### src/rtl/pts_tx_pkg.sv
// Shared types and frame sizing for the parallel-to-serial transmit sequencer.
// Build option: define PTS_TX_PARITY_EN to add an even-parity bit to each frame.
package pts_tx_pkg;

  typedef enum logic [1:0] {IDLE, LOAD, SHIFT, DONE} tx_state_t;

`ifdef PTS_TX_PARITY_EN
  localparam int PARITY_BITS = 1;
`else
  localparam int PARITY_BITS = 0;
`endif

  // start + data + optional parity + stop
  function automatic int frame_bits(input int data_bits);
    return data_bits + 2 + PARITY_BITS;
  endfunction

endpackage

### src/rtl/pts_tx_ctrl_bit_period_timer.sv
// Wrap counter: holds 0 when cleared, then counts 1..rollover_val and wraps
// back to 1, so the count never exceeds rollover_val and cannot overflow.
module bit_period_timer #(
  parameter int MAX_VAL = 4,
  localparam int W = $clog2(MAX_VAL + 1)
) (
  input  logic         clk,
  input  logic         n_rst,
  input  logic         clear,
  input  logic         enable,
  input  logic [W-1:0] rollover_val,
  output logic         rollover_flag
);

  logic [W-1:0] r_count;

  // count 1..rollover_val, clear wins over enable
  always_ff @(posedge clk or negedge n_rst) begin
    if (!n_rst)                       r_count <= '0;
    else if (clear)                   r_count <= '0;
    else if (enable) begin
      if (r_count == rollover_val)    r_count <= W'(1);
      else                            r_count <= r_count + W'(1);
    end
  end

  assign rollover_flag = (r_count == rollover_val);

endmodule

### src/rtl/pts_tx_ctrl.sv
// UART-style transmit sequencer driving an LSB-first, one-fill shift register.
// Frame image {stop=1, [parity], data, start=0}; bit period CLKS_PER_BIT clocks.
// Build option: PTS_TX_PARITY_EN adds an even-parity bit above the data.
module pts_tx_ctrl
  import pts_tx_pkg::*;
#(
  parameter int  DATA_BITS    = 8,
  parameter int  CLKS_PER_BIT = 4,
  localparam int FRAME_BITS   = frame_bits(DATA_BITS)
) (
  input  logic                  clk,
  input  logic                  n_rst,
  input  logic [DATA_BITS-1:0]  tx_data,
  input  logic                  tx_valid,
  output logic                  tx_ready,
  output logic [FRAME_BITS-1:0] sr_parallel_out,
  output logic                  sr_load_enable,
  output logic                  sr_shift_enable,
  output logic                  tx_busy,
  output logic                  frame_done
);

  localparam int TW = $clog2(CLKS_PER_BIT + 1);
  localparam int BW = $clog2(FRAME_BITS + 1);

  tx_state_t             r_state;
  logic [FRAME_BITS-1:0] r_frame;
  logic [FRAME_BITS-1:0] w_frame_img;
  logic                  w_tick;
  logic                  w_bit_last;
  logic                  w_shift;
  logic                  w_active;
  logic                  w_idle_or_done;

`ifdef PTS_TX_PARITY_EN
  assign w_frame_img = {1'b1, ^tx_data, tx_data, 1'b0};
`else
  assign w_frame_img = {1'b1, tx_data, 1'b0};
`endif

  assign w_active       = (r_state == LOAD) || (r_state == SHIFT);
  assign w_idle_or_done = (r_state == IDLE) || (r_state == DONE);
  assign w_shift        = (r_state == SHIFT) && w_tick;

  // Bit timer: steps 0->1 in LOAD so the first SHIFT cycle sees 1 and the
  // first pulse lands CLKS_PER_BIT cycles after the load.
  bit_period_timer #(.MAX_VAL(CLKS_PER_BIT)) u_bit_timer (
    .clk          (clk),
    .n_rst        (n_rst),
    .clear        (w_idle_or_done),
    .enable       (w_active),
    .rollover_val (TW'(CLKS_PER_BIT)),
    .rollover_flag(w_tick)
  );

  // Bit counter: also steps once in LOAD, so it holds the 1-based index of the
  // bit on the line; its flag during a shift pulse marks the final (stop) bit.
  bit_period_timer #(.MAX_VAL(FRAME_BITS)) u_bit_cnt (
    .clk          (clk),
    .n_rst        (n_rst),
    .clear        (w_idle_or_done),
    .enable       ((r_state == LOAD) || w_shift),
    .rollover_val (BW'(FRAME_BITS)),
    .rollover_flag(w_bit_last)
  );

  // Frame sequencing and word capture at the accept edge
  always_ff @(posedge clk or negedge n_rst) begin
    if (!n_rst) begin
      r_state <= IDLE;
      r_frame <= '1;
    end else begin
      case (r_state)
        IDLE:  if (tx_valid) begin
                 r_frame <= w_frame_img;
                 r_state <= LOAD;
               end
        LOAD:  r_state <= SHIFT;
        SHIFT: if (w_shift && w_bit_last) r_state <= DONE;
        DONE:  r_state <= IDLE;
        default: r_state <= IDLE;
      endcase
    end
  end

  assign tx_ready        = (r_state == IDLE);
  assign tx_busy         = (r_state != IDLE);
  assign sr_load_enable  = (r_state == LOAD);
  assign sr_shift_enable = w_shift;
  assign frame_done      = (r_state == DONE);
  assign sr_parallel_out = r_frame;

endmodule

### config.mk
export PLATFORM = sky130hd
export DESIGN_NAME = pts_tx_ctrl
export DESIGN_NICKNAME = d
export VERILOG_FILES = /design/src/rtl/pts_tx_pkg.sv /design/src/rtl/pts_tx_ctrl_bit_period_timer.sv /design/src/rtl/pts_tx_ctrl.sv
export SDC_FILE = /design/constraint.sdc
export NUM_CORES = 1
export LEC_CHECK = 0
export BUFFER_PORTS_ARGS = -buffer_cell sky130_fd_sc_hd__buf_2
export CAP_MARGIN = 20
export CORE_AREA = 2 2 49 51
export DETAILED_ROUTE_END_ITERATION = 7
export DIE_AREA = 0 0 51 53
export GPL_ROUTABILITY_DRIVEN = 1
export HOLD_SLACK_MARGIN = 0.05
export PLACE_DENSITY = 0.72
export SLEW_MARGIN = 30
export SYNTH_ARGS = -nofsm -noshare
export SYNTH_HDL_FRONTEND = slang
export SYNTH_HIERARCHICAL = 1
export SYNTH_SLANG_ARGS = --single-unit
### constraint.sdc
create_clock -name clk -period 4.2 [get_ports clk]
set_input_delay 0.42 -clock clk [delete_from_list [all_inputs] [get_ports clk]]
set_output_delay 0.42 -clock clk [all_outputs]
set_load 0.1 [all_outputs]
==> After elaboration in Yosys (flattened, before gate mapping) <==
Cells that the tools add are included.
{ "classes": {"reduce_logical": 11, "n_addsub": 2, "n_eq_ne": 7, "n_mux": 9} }
{ "op_table": {"columns": ["operator", "n"], "rows": [
  ["$mux 4", 3],
  ["$mux 3", 3],
  ["$pmux 2 s4", 1],
  ["$reduce_bool 2->1", 3],
  ["$add 4x1->4 const B", 1],
  ["$eq 2x2->1 const B", 2],
  ["$eq 4x4->1 const B", 1],
  ["$mux 2", 2],
  ["$reduce_and 2->1", 2],
  ["$add 3x1->3 const B", 1],
  ["$eq 3x3->1 const B", 1],
  ["$logic_or 1x1->1", 3],
  ["$eq 2x1->1 const B", 1],
  ["$logic_and 1x1->1", 2],
  ["$logic_not 2->1", 1],
  ["$ne 2x1->1 const B", 1],
  ["$ne 2x2->1 const B", 1]
]} }
{ "word_totals": {"out_inout_bits": 15, "elab_cells": 33, "reg_bits": 18} }

==> Longest topological paths before layout <==
Gate-level depths: netlist (run 1).
{ "depth": {"word_depth": 5, "depth_mapped": 8, "mapped_depth_nobuf": 7} }

==> By module <==
Netlist (run 1), hierarchy kept.
{ "by_module_without_submodules": {"columns": ["module", "n_inst", "cells_each", "area_per_inst_um2"], "rows": [
  ["pts_tx_ctrl", 1, 40, 529.3],
  ["bit_period_timer at u_bit_cnt", 1, 27, 281.5],
  ["bit_period_timer at u_bit_timer", 1, 21, 203.9]
]} }

==> Worst setup path after synthesis (run 1) <==
Ideal clock, no wire load.
{ "synth_timing": {"path_type": "flip-flop to flip-flop", "from": "register u_bit_timer.r_count[0]", "to": "register u_bit_cnt.r_count[2]", "arrival_time_ns": 2.486, "stages_incl_launch_ff": 9, "t_required_ns": 4.099, "n_path_buf": 1, "slack_ns": 1.613, "cell_sequence": "dfrtp_1 > xnor2_1 > and3_1 > and2_1 > or2_2 > clkbuf_2 > nand2_1 > mux2_2 > o32ai_1"} }
{ "synth_between": {"elab_chain_len": 4} }
{ "synth_lines": {"columns": ["element", "line_no", "text"], "rows": [
  ["from (decl)", "pts_tx_ctrl_bit_period_timer.sv:15", "logic [W-1:0] r_count;"],
  ["from (signal assigned)", "pts_tx_ctrl_bit_period_timer.sv:23", "else r_count <= r_count + W'(1);"],
  ["$eq 3x3->1", "pts_tx_ctrl_bit_period_timer.sv:27", "assign rollover_flag = (r_count == rollover_val);"],
  ["via w_tick", "pts_tx_ctrl.sv:29", "logic w_tick;"],
  ["$logic_and 1x1->1", "pts_tx_ctrl.sv:43", "assign w_shift = (r_state == SHIFT) && w_tick;"],
  ["via sr_shift_enable", "pts_tx_ctrl.sv:18", "output logic sr_shift_enable,"],
  ["$logic_or 1x1->1", "pts_tx_ctrl.sv:62", ".enable ((r_state == LOAD) || w_shift),"],
  ["$reduce_bool 2->1 (no source line)", null, null],
  ["to (signal assigned)", "pts_tx_ctrl_bit_period_timer.sv:23", null],
  ["to (decl)", "pts_tx_ctrl_bit_period_timer.sv:15", null]
]} }
The timed path passes the listed nets, and every way through them passes these cells.
A chain may end at the register's enable or synchronous reset.

==> Final worst setup path (run 1) <==
{ "layout_timing": {"from": "register u_bit_timer.r_count[0]", "to": "output sr_shift_enable"} }
{ "layout_between": {"elab_chain_len": 2} }
{ "layout_lines": {"columns": ["element", "line_no"], "rows": [
  ["$eq 3x3->1", "pts_tx_ctrl_bit_period_timer.sv:27"],
  ["via w_tick", "pts_tx_ctrl.sv:29"],
  ["$logic_and 1x1->1", "pts_tx_ctrl.sv:43"],
  ["to (decl)", "pts_tx_ctrl.sv:18"]
]} }
The timed path passes the listed nets, and every way through them passes these cells.

==> results.yml, run 1 <==
status:
  outcome: "completed"
place:
  placed_area_sq_um: 1180
  port_buffers: 24
  hpwl_microns: 1311
  place_congestion: 0.7267
clock_tree:
  numCtsBuffers: 3
  root_buffer: "clkbuf_4"
  clkLatencyLatePin_ns: 0.28
  cts_resized: 0
  clock_path_buffers: 2
  htreeDepth: 1
  cts_tree: "yes"
  clk_pin_slew_worst_paths_ns: 0.10
  cts_sinks: 18
  post_cts_buffers: 0
routing:
  drt-vias-per-instance: 4.671
  drtAntennaViolNets: 0
  drt_iter0_drc: 2
  vias: 696
  post_drt_wl_per_cell_microns: 11.19
  remaining_drc_errors: 0
  wl_microns: 1667
  first_pass_iters: 4
layout:
  n_fill_cell: 190
  drive_gt1_frac: 0.4298
  nNetsFinal: 140
  final_cell_area_sq_um: 1226
  mostFrequentLayoutCell: "buf_2"
  num_antenna_cells: 0
  final_cell_mix: "buf_2, mux2_2, dfrtp_1, dfstp_2, conb_1"
  syn_to_final_growth_pct: 20.84
timing:
  setup_tns_ns: 0
  final-hold-violation-count: 0
  grt_setup_unrepaired: "no"
  clock.fmax_mhz: 455.3
  layout_min_cycle_time_ns: 2.196
  skew_ns: 0.001090
  finalCritPeriodShare: 0.5229
  maxSlewViolCount: 0
  setup_viol: 0
  fin_hold_ws_ns: 0.3623
critical_path:
  cp-end-kind: "output pin"
  reg2reg_depth: 7
  crit_slowest_cell: "dfrtp_1"
  criticalPathCategory: "reg2out"
  path_max_fanout: 4
  rr_endpoint: "u_bit_cnt/r_count[2]"
  cp_top_family: "flip-flops"
  critPathLaunchType: "flip-flop"
  path_cells: "xnor2_1 > and3_1 > and2_1 > buf_2"
  critical_path_arrival_ns: 1.78
  ff2ff_setup_slack_ns: 2.31
  critical_path_buf_inv_count: 1
  critical_path_required_ns: 3.78
  critPathMaxStageDelay_ns: 0.44
  rr_startpoint: "u_bit_timer/r_count[0]"
synth:
  avgSynthCellArea_sq_um: 11.53
  synth_cells: 88
  synthTopCellsByArea: "dfstp_2, dfrtp_1, mux2_2, ha_1, xor2_1"
  ys_ff_latch: 18
  mappedNetlistArea_sq_um: 1015
  synth_top_area_share: 0.2330
  yosysSeqAreaShare: 0.4550
  synth_top_cell_by_area: "dfstp_2"
  ys_types: 31
  synth_warnings: 6
hold_path:
  hold_start: "tx_data[2]"
  holdPathStages: 2
  hp-class: "in2reg"
  holdPathEnd: "sr_parallel_out[3]"
floorplanning:
  io-pin-count: 26
  coreArea_sq_um: 2148
  start_util: 0.4723
  fp.dieArea_sq_um: 2703
  die_h_microns: 53
  num_rows: 17
  dieWidth_microns: 51
grt:
  track_usage: 0.1411
  grt_antenna_before_repair: 0
  grt_max_degree: 19
  grt_pass1_vias: 672
  grt_pass1_wl_microns: 2842
  overflow: 0
flow_run:
  maxCapViolCount: 0
[sequential cells by signal (all words and copies together) (netlist names)]
| signal | count |
|---|---|
| u_bit_timer/r_count | 3 |
| r_state | 2 |
| u_bit_cnt/r_count | 4 |
| sr_parallel_out | 9 |
[cell families after synthesis]
kind of cell / share of synthesized area
buf+inv: 0.03083
flops: 0.4550
fa+ha+maj: 0.08631
other cells: 0.007401
xor+xnor: 0.06042
compound gates: 0.09494
mux: 0.1196
simple gates: 0.1455
[stage by stage]
stage | setup slack [ns] | utilization | cells
2_1_floorplan | 1.613 | - | 94
3_3_place_gp | 2.348 | 0.5492 | 144
3_5_place_dp | 2.326 | 0.5492 | 144
4_1_cts | 1.983 | 0.5708 | 149
5_1_grt | 1.871 | 0.5708 | 149
6_report | 2.004 | 0.5708 | 149
[what timing repair did]
item                                    CTS  global route
hold buffers                              1             0
endpoints found under the hold margin     3             0
endpoints found under the setup margin    0             0
[layout make-up]
cell class	count	area, sq um	share of cell area
timing repair buffer	25	130.1	0.1061
sequential	18	461.7	0.3765
multi-input combinational	69	544.3	0.4439
clock buffer	4	36.28	0.02959
tap	28	35.03	0.02857
inverter	5	18.77	0.01531
[routing by layer]
layer,GRT usage,up-vias,wire [microns]
li1,-,356,-
met1,0.1777,329,752
met2,0.2403,9,857
met3,0.02542,2,48
met4,0.05405,0,9
met5,0,-,0
[cells in the mapped netlist (all sizes together)]
| master | count |
|---|---|
| dfrtp | 9 |
| dfstp | 9 |
| mux2 | 9 |
| ha | 7 |
| nand2 | 7 |
| inv | 5 |
| nor2 | 5 |
| xor2 | 4 |
| a21oi | 3 |
| xnor2 | 3 |
| and2 | 2 |
| conb | 2 |
| mux2i | 2 |
| nand2b | 2 |
| nand3b | 2 |
| o21a | 2 |
| o32ai | 2 |
| or2b | 2 |
| a2111oi | 1 |
| a31o | 1 |
| a32o | 1 |
| and3 | 1 |
| buf | 1 |
| clkbuf | 1 |
| nand3 | 1 |
| nor2b | 1 |
| nor4 | 1 |
| o32a | 1 |
| or2 | 1 |
[worst max-delay path by stage]
stage	cells after the start	end	slack [ns]	from
after floorplan	8	u_bit_cnt/r_count[2]	1.61	u_bit_timer/r_count[0]
after global placement	4	sr_shift_enable	2.35	u_bit_timer/r_count[0]
after detailed placement	7	u_bit_cnt/r_count[2]	2.33	u_bit_timer/r_count[0]
after CTS	4	sr_shift_enable	1.98	u_bit_timer/r_count[0]
after global routing	4	sr_shift_enable	1.87	u_bit_timer/r_count[0]
final	4	sr_shift_enable	2.00	u_bit_timer/r_count[0]
Power of run 1 is not shown: default switching activity piles up to over one toggle a cycle in this logic, so the estimate is an artifact.
==> run 2, diff against run 1 <==
--- a/config.mk
+++ b/config.mk
@@ -5,14 +5,15 @@
 export SDC_FILE = /design/constraint.sdc
 export NUM_CORES = 1
 export LEC_CHECK = 0
+export ABC_AREA = 1
 export BUFFER_PORTS_ARGS = -buffer_cell sky130_fd_sc_hd__buf_2
 export CAP_MARGIN = 20
-export CORE_AREA = 2 2 49 51
+export CORE_AREA = 2 2 40 69
 export DETAILED_ROUTE_END_ITERATION = 7
-export DIE_AREA = 0 0 51 53
+export DIE_AREA = 0 0 42 71
 export GPL_ROUTABILITY_DRIVEN = 1
 export HOLD_SLACK_MARGIN = 0.05
-export PLACE_DENSITY = 0.72
+export PLACE_DENSITY = 0.71
 export SLEW_MARGIN = 30
 export SYNTH_ARGS = -nofsm -noshare
 export SYNTH_HDL_FRONTEND = slang
==> constraint.sdc (replaced) <==
create_clock -name clk -period 1.8 [get_ports clk]
set_input_delay 0.18 -clock clk [delete_from_list [all_inputs] [get_ports clk]]
set_output_delay 0.18 -clock clk [all_outputs]
set_load 0.1 [all_outputs]
==> run 2 against run 1 <==
  * Critical path depth shrank 1
  * Utilization shrank 0.65 points
  * Setup slack lost 1.9 ns
  * Count of clock-buffer cells in the layout is the same
  * Largest cell class unchanged
==> results.yml, run 2 <==
synth:
  synth-edff-count: 0
  ys_types: 21
  yosysSeqAreaShare: 0.4276
  synth_top_area_share: 0.2294
  synth_commonest_cells: "nand2_1, inv_1, dfrtp_1, dfstp_2, ha_1"
  synth_cells: 150
  synthTopCellsByArea: "nand2_1, dfstp_2, dfrtp_1, inv_1, ha_1"
  ys.flop_type: "dfstp_2"
  ys_ff_latch: 18
  synth_warnings: 6
  synth-async-reset-ratio: 1.000
  mappedNetlistArea_sq_um: 1080
  avgSynthCellArea_sq_um: 7.199
  yosysMostFrequentCell: "nand2_1"
  synth_top_cell_by_area: "nand2_1"
clock_tree:
  post_cts_buffers: 0
  cts_resized: 0
  hold_buffers: 1
  htreeDepth: 1
  cts_tree: "yes"
  clock_path_buffers: 2
  root_buffer: "clkbuf_8"
  numCtsBuffers: 3
  cts_sinks: 18
  clk_pin_slew_worst_paths_ns: 0.07
  clkLatencyLatePin_ns: 0.25
timing:
  skew_ns: 0.001361
  setup_viol: 0
  finalCritPeriodShare: 0.9262
  clock.fmax_mhz: 599.8
  final-hold-violation-count: 0
  fin_hold_ws_ns: 0.1119
  layout_min_cycle_time_ns: 1.667
  grt_setup_unrepaired: "no"
  maxSlewViolCount: 0
critical_path:
  critical_path_buf_inv_count: 2
  criticalPathCategory: "reg2out"
  critPathLaunchType: "flip-flop"
  crit_cells: 3
  path_max_fanout: 4
  rr_endpoint: "u_bit_cnt/r_count[3]"
  path_cells: "inv_1 > ha_2 > buf_2"
  endpoint: "tx_ready"
  critPathMaxStageDelay_ns: 0.44
  critical_path_required_ns: 1.62
  critical_path_arrival_ns: 1.49
  rr_startpoint: "u_bit_timer/r_count[0]"
  ff2ff_setup_slack_ns: 0.20
  crit_slowest_cell: "buf_2"
  startpoint: "r_state[1]"
  reg2reg_depth: 12
  cp_top_family: "buffers and inverters"
  cp-end-kind: "output pin"
place:
  hpwl_microns: 1702
  port_buffers: 24
  place_congestion: 0.7853
  placed_cells: 211
grt:
  busiest_layer: "met2"
  grt_antenna_before_repair: 0
  grt_util_met3: 0.02041
  grt_pass1_vias: 968
  grt_max_degree: 19
  grt_pass1_wl_microns: 3767
  met1_usage: 0.1588
  use_met2: 0.3142
  overflow: 0
  track_usage: 0.1605
routing:
  drt-vias-per-instance: 4.519
  post_drt_wl_per_cell_microns: 9.398
  first_pass_iters: 2
  drtAntennaViolNets: 0
  vias: 976
  remaining_drc_errors: 0
  wl_microns: 2030
  drt_iter0_drc: 10
floorplanning:
  io-pin-count: 26
  die_h_microns: 71
  coreArea_sq_um: 2432
  start_util: 0.4439
  dieWidth_microns: 42
  num_rows: 24
  fp.dieArea_sq_um: 2982
layout:
  final_cells: 216
  mostFrequentLayoutCell: "nand2_1"
  num_antenna_cells: 0
  final_cell_mix: "nand2_1, buf_2, inv_1"
  largest_reg_flops: 9
  syn_to_final_growth_pct: 27.12
  nNetsFinal: 209
  drive_gt1_frac: 0.2947
flow_run:
  maxCapViolCount: 0
hold_path:
  hp-class: "in2reg"
status:
  outcome: "completed"
-- run 2: cell count changes after synthesis, moves of 3 or more --
cell | before | now
mux2_2 | 9 | 0
inv_1 | 5 | 25
inv_2 | 0 | 3
nand2_1 | 6 | 66
nor2_2 | 0 | 3
xor2_1 | 4 | 0
a21oi_1 | 2 | 5
nand3_1 | 1 | 6
-- run 2: how the worst min path moves through the flow --
| stage | endpoint | start | slack [ns] | depth (start not counted) |
|---|---|---|---|---|
| after floorplan | r_state[0] | n_rst | -0.12 | 0 |
| after global placement | u_bit_cnt/r_count[2] | n_rst | 0.13 | 1 |
| after detailed placement | r_state[1] | n_rst | 0.13 | 1 |
| after CTS | sr_parallel_out[5] | tx_data[4] | 0.10 | 3 |
| after global routing | sr_parallel_out[1] | tx_data[0] | 0.11 | 3 |
| final | sr_parallel_out[5] | tx_data[4] | 0.11 | 3 |
-- run 2: kinds of logic (layout without fill, tap and decap cells) --
| logic type | Yosys count | count (layout) | synth area share |
|---|---|---|---|
| AND/OR/NAND/NOR | 84 | 84 | 0.3279 |
| buffers and inverters | 30 | 58 | 0.1078 |
| flip-flops | 18 | 18 | 0.4276 |
| AO/OA/AOI/OAI | 8 | 8 | 0.04055 |
| adder cells (fa/ha/maj) | 7 | 7 | 0.08111 |
| other | 2 | 14 | 0.006955 |
| XOR/XNOR | 1 | 1 | 0.008113 |
-- run 2: worst register-to-register path, cell delays in order, from the launching register on --
cell and delay, ns:
dfrtp_1 0.40, inv_1 0.05, nand2_1 0.05, nand2_1 0.05, nand3_2 0.11, inv_2 0.05
nand2_2 0.08, clkinvlp_4 0.10, or2_4 0.26, nor2_4 0.10, nor2_1 0.07, nand3_1 0.09
o21ai_1 0.07
-- run 2: routing by layer --
metal | up-vias | share of wire
li1 | 506 | -
met1 | 440 | 0.36
met2 | 26 | 0.58
met3 | 4 | 0.042
met4 | 0 | 0.019
met5 | - | 0
-- run 2: stage by stage --
step                instance area [sq um]  setup slack (ns)    util  TNS, ns
floorplan                            1147           -0.1765       -  -0.6741
global placement                     1308            0.2188  0.5376        0
detailed placement                   1308            0.1906  0.5376        0
CTS                                  1373            0.1217  0.5643        0
global route                         1373           0.05712  0.5643        0
finish                               1373            0.1328  0.5643        0
-- run 2: area by class of cell --
cell class,count,area (sq um)
fillers,234,1060
multi-input cells,114,565.5
flip-flops and latches,18,461.7
repair buffers,25,145.1
inverters,29,112.6
clock buffers,4,55.05
well taps,26,32.53
Power of run 2 is left out for the same reason.
